## config.mk

```make
export PLATFORM = sky130hd
export DESIGN_NAME = clk_div_prog
export DESIGN_NICKNAME = d
export VERILOG_FILES = /design/src/rtl/clk_div_pkg.sv /design/src/rtl/clk_div_phase.sv /design/src/rtl/clk_div_prog.sv
export SDC_FILE = /design/constraint.sdc
export NUM_CORES = 1
export LEC_CHECK = 0
export CAP_MARGIN = 20
export CORE_MARGIN = 5
export CORE_UTILIZATION = 50
export CTS_CLUSTER_SIZE = 10
export DETAILED_ROUTE_END_ITERATION = 10
export PLACE_DENSITY = 0.68
export SETUP_SLACK_MARGIN = 0.1
export SYNTH_ARGS = -nofsm -noshare
export SYNTH_HDL_FRONTEND = slang
export SYNTH_SLANG_ARGS = --single-unit
```

## constraint.sdc

```tcl
create_clock -name clk -period 5.7 [get_ports clk]
set_input_delay 1.14 -clock clk [delete_from_list [all_inputs] [get_ports clk]]
set_output_delay 1.14 -clock clk [all_outputs]
set_load 0.005 [all_outputs]
```

## src/rtl/clk_div_pkg.sv

```systemverilog
// Shared types and defaults for the programmable clock divider.
// Ratio limits and FSM state encoding live here.
package clk_div_pkg;

  typedef enum logic {
    IDLE = 1'b0,
    RUN  = 1'b1
  } state_e;

  localparam int CNT_W_DEF   = 8;
  localparam int DIV_RST_DEF = 8;
  localparam int DIV_MIN     = 2;

endpackage

```

## src/rtl/clk_div_phase.sv

```systemverilog
// Negedge phase flop and even/odd output combine.
// Keeps the only dual-edge logic of the divider in one place.
module clk_div_phase (
  input  logic clk,
  input  logic rstn,
  input  logic q_p,
  input  logic odd,
  output logic clk_div
);

  logic q_n;

  always_ff @(negedge clk or negedge rstn) begin
    if (!rstn) q_n <= 1'b0;
    else       q_n <= q_p;
  end

  // odd only changes at a period boundary, where q_p and q_n are both low
  assign clk_div = odd ? (q_p & q_n) : q_p;

endmodule

```

## src/rtl/clk_div_prog.sv

```systemverilog
// Programmable clock divider: run FSM, period counter, ratio load and tick.
// The cycle after leaving IDLE acts as the last slot of an empty period.
module clk_div_prog
  import clk_div_pkg::*;
#(
  parameter int CNT_W   = CNT_W_DEF,
  parameter int DIV_RST = DIV_RST_DEF
) (
  input  logic             clk,
  input  logic             rstn,
  input  logic             en,
  input  logic             div_load,
  input  logic [CNT_W-1:0] div_val,
  output logic             clk_div,
  output logic             tick,
  output logic             load_ack,
  output logic             load_err
);

  localparam logic [CNT_W-1:0] RST_V = CNT_W'(DIV_RST);
  localparam logic [CNT_W-1:0] MIN_V = CNT_W'(DIV_MIN);
  localparam logic [CNT_W-1:0] ONE   = CNT_W'(1);

  state_e           state, state_nx;
  logic [CNT_W-1:0] cnt, cnt_nx;
  logic [CNT_W-1:0] act, act_nx;
  logic [CNT_W-1:0] pend, pend_nx;
  logic [CNT_W-1:0] half;
  logic             pend_v, pend_v_nx;
  logic             q_p, q_p_nx;
  logic             odd;
  logic             tick_nx, ack_nx, err_nx;
  logic             load_ok, wrap;

  assign load_ok = div_load && (div_val >= MIN_V);
  assign wrap    = (state == RUN) && (cnt == act - ONE);

  always_comb begin
    state_nx  = state;
    cnt_nx    = cnt;
    act_nx    = act;
    pend_nx   = pend;
    pend_v_nx = pend_v;
    ack_nx    = 1'b0;
    err_nx    = div_load && !load_ok;
    unique case (state)
      IDLE: begin
        cnt_nx = '0;
        if (load_ok) begin
          act_nx    = div_val;
          ack_nx    = 1'b1;
          pend_v_nx = 1'b0;
        end else if (pend_v) begin
          act_nx    = pend;
          ack_nx    = 1'b1;
          pend_v_nx = 1'b0;
        end
        if (en) begin
          state_nx = RUN;
          cnt_nx   = act_nx - ONE;
        end
      end
      RUN: begin
        if (wrap) begin
          cnt_nx = '0;
          if (pend_v) begin
            act_nx    = pend;
            ack_nx    = 1'b1;
            pend_v_nx = 1'b0;
          end
          if (!en) state_nx = IDLE;
        end else begin
          cnt_nx = cnt + ONE;
        end
        // a load on the wrap edge stays pending for the following wrap
        if (load_ok) begin
          pend_nx   = div_val;
          pend_v_nx = 1'b1;
        end
      end
    endcase
  end

  assign half    = (act_nx >> 1) + {{(CNT_W-1){1'b0}}, act_nx[0]};
  assign q_p_nx  = (state_nx == RUN) && (cnt_nx < half);
  assign tick_nx = (state_nx == RUN) && (cnt_nx == '0);

  always_ff @(posedge clk or negedge rstn) begin
    if (!rstn) begin
      state    <= IDLE;
      cnt      <= '0;
      act      <= RST_V;
      pend     <= '0;
      pend_v   <= 1'b0;
      q_p      <= 1'b0;
      odd      <= RST_V[0];
      tick     <= 1'b0;
      load_ack <= 1'b0;
      load_err <= 1'b0;
    end else begin
      state    <= state_nx;
      cnt      <= cnt_nx;
      act      <= act_nx;
      pend     <= pend_nx;
      pend_v   <= pend_v_nx;
      q_p      <= q_p_nx;
      odd      <= act_nx[0];
      tick     <= tick_nx;
      load_ack <= ack_nx;
      load_err <= err_nx;
    end
  end

  clk_div_phase u_phase (
    .clk     (clk),
    .rstn    (rstn),
    .q_p     (q_p),
    .odd     (odd),
    .clk_div (clk_div)
  );

endmodule

```

==> qor.yml <==
setup_path:
  worstPathMaxFanout: 1
  cpMaxStageDelayCell: "clkdlybuf4s50_1"
  crit_path_end_kind: "output port"
  r2r_slack_ns: 1.01
  worstReg2RegEnd: "q_p$_DFF_PN0_"
  worstSetupStartpoint: "u_phase.q_n$_DFF_NN0_"
  cpPeakStageDelay_ns: 0.49
  required_ns: 4.56
  worstSetupPathType: "flop to output port"
  crit_path_launch_type: "flop"
  critical_path_depth: 2
  critical_path.cell_chain: "o21a_1, clkdlybuf4s50_1"
  cp_data_arrival_time_ns: 4.13
  critical_path.reg2reg.startpoint: "act[0]$_DFF_PN0_"
  timing.critical_path.max_delay_family: "buffers and inverters"
  r2r_cells: 19
  cp.buffers_inverters: 1
  setup.worst_path.end: "clk_div"
synthesis:
  syn_avg_cell_area_um2: 9.099
  yosys_register_bits: 31
  yosys_warnings: 0
  dominant_combinational_cell_family_by_area_after_synthesis: "compound AO/OA/AOI/OAI gates"
  synth_simple_gate_area_share_pct: 18.81
  netlist_area_um2: 2375
  synth.area.top_cells: "dfrtp_1 (31%), ha_1 (6.3%), xor2_1 (4.8%), mux2_2 (4.3%), xnor2_1 (4.1%)"
  synth_top_area_share_pct: 30.56
  synth_xor_area_share_pct: 8.851
  distinct_cells_synth: 61
  yosys_most_used_dff: "dfrtp_1"
  synth-compound-area-share_pct: 19.39
  synth_most_common_cell: "dfrtp_1"
  top_cells_by_instance_count_after_synthesis: "dfrtp_1 (29), inv_1 (17), o21ai_0 (17), nand2_1 (15), nor2_1 (14)"
  post_synth_fa_ha_maj_area_fraction_pct: 6.322
  synth_area_leader_cell: "dfrtp_1"
  postSynthNetCount: 285
  synth-edff-count: 0
  post_synth_arst_share_pct: 100.0
  yosysSeqAreaShare_pct: 32.72
  synth.area.mux_share_pct: 8.641
  synthesis.instances: 261
place:
  hpwlAfterDp_um: 4576
  gp_congestion: 0.9505
  io_buffers: 15
  post_place_worst_slack_ns: 0.6230
  placed_cells: 319
routing:
  detailroute.via_count: 2028
  routed_wirelength_um: 5867
  vias_per_cell: 6.202
  route.detailed.wl_per_inst_um: 17.94
  detail-route-antenna-nets: 0
  post-route-drc-count: 0
  detail_route.first_pass.iterations: 5
  drt-initial-drc-count: 174
clock_tree:
  cts-htree-levels: 2
  hold_buffers: 0
  clock_tree.root_cell: "clkbuf_8"
  clock_latency_ns: 0.29
  clock_path_buffers: 2
  clk_transition_reported_paths_ns: 0.06
  tritoncts: "yes"
  post_cts.repair.setup_buffers: 0
  cts_sinks: 31
  cts_resized: 0
  number_of_buffers_inserted_during_clock_tree_synthesis: 5
die:
  die_w_um: 78.92
  y_dimension_of_the_die_um: 78.92
  fp-row-count: 25
  core_region_area_um2: 4661
  floorplan.initialDensity_pct: 50.95
  fp.dieArea_um2: 6228
  top_level_ports: 16
sta:
  report.final.setup_viol: 0
  relSlewSlack_pct: 53.96
  rsz_0062_raised_after_global_routing: "no"
  finalSetupTns_ns: 0
  final_max_slew_viol_count: 0
  max_slew.worst_pin.slew_ns: 0.6906
  final.setup_skew_ns: 0.006435
  report.final.hold_viol_count: 0
  final.hold.worst_slack_ns: 0.5143
  pnr_worst_setup_slack_ns: 0.4324
outcome:
  run_status: "finished clean"
global_routing:
  first_global_vias: 1901
  grt_first_pass_wirelength_um: 9549
  globalRouteOverflowTotal: 0
  track_usage_pct: 20.13
  grt_max_degree: 31
  grt_antenna_before_repair: 0
finish:
  layout-area-overhead-vs-synth_pct: 10.64
  design.final.nets: 296
  instances_no_fill: 327
  n_antenna_cell: 0
  final_layout_size_suffix_gt1_share_pct: 9.524
min_path:
  worstHoldPathType: "flop to flop"
  whs_path_depth: 1
flow_run:
  cap_violations: 0
power:
  static-leakage-power_nw: 1.125
  max-vdd-ir-drop_mv: 0.2974
  powerDensity_nw_per_um2: 445.9
  fin_total_pwr_mw: 1.172
layout by cell type (no fill, tap or decap), types with 8 or more instances in the layout:
cell type        count
dfrtp_1             29
inv_1               17
o21ai_0             17
nand2_1             15
clkdlybuf4s50_1     15
nor2_1              14
xor2_1              13
ha_1                12
xnor2_1             11
mux2i_1              9
mux2_2               9
a21oi_1              8
nand3_1              8
metrics by stage:
stage / utilization (%) / cell area [µm²]
2_1_floorplan: - / 2375
3_3_place_gp: 54.63 / 2546
3_5_place_dp: 54.63 / 2546
4_1_cts: 56.38 / 2628
5_1_grt: 56.38 / 2628
6_report: 56.38 / 2628
sequential cells by signal, summed over array words and instances, names as in the netlist:
name / count
q_p: 1
u_phase.q_n: 1
load_err: 1
pend: 8
pend_v: 1
cnt: 8
state: 1
act: 8
load_ack: 1
tick: 1
per-layer routing:
layer / vias to the layer above / routed length [µm] / track usage (%)
met5: - / 0 / 0
met4: 0 / 155 / 8.247
met3: 17 / 354 / 3.968
met2: 62 / 2693 / 30.81
met1: 970 / 2664 / 27.87
li1: 979 / - / -
worst min path at each step:
stage / to / startpoint
after detailed placement: pend[3]$_DFFE_PN0P_ / pend[3]$_DFFE_PN0P_
after CTS: pend[3]$_DFFE_PN0P_ / pend[3]$_DFFE_PN0P_
after floorplan: pend[2]$_DFFE_PN0P_ / pend[2]$_DFFE_PN0P_
after global routing: pend[2]$_DFFE_PN0P_ / pend[2]$_DFFE_PN0P_
after global placement: pend[4]$_DFFE_PN0P_ / pend[4]$_DFFE_PN0P_
final: pend[3]$_DFFE_PN0P_ / pend[3]$_DFFE_PN0P_
where the power goes:
group	switching (mW)	leakage (nW)	total, mW	internal [mW]
logic	0.322	0.730	0.612	0.290
registers	0.108	0.353	0.393	0.285
clock network	0.0807	0.0422	0.166	0.0855
total	0.511	1.13	1.17	0.661
layout make-up:
type	count	area, µm²
Clock inverter	1	5.005
Inverter	17	63.81
Fill cell	416	2033
Timing Repair Buffer	17	165.2
Clock buffer	7	76.32
Sequential cell	31	777.0
Multi-Input combinational cell	200	1473
Tap cell	54	67.56
logic make-up after synthesis:
logic type,after synthesis
buffers and inverters,30
xor gates and xnor gates,24
muxes,19
and+or+nand+nor,79
DFF,31
AOI/OAI and AO/OA,66
adders and majority gates,12
Power figures use the tool's default switching activity.
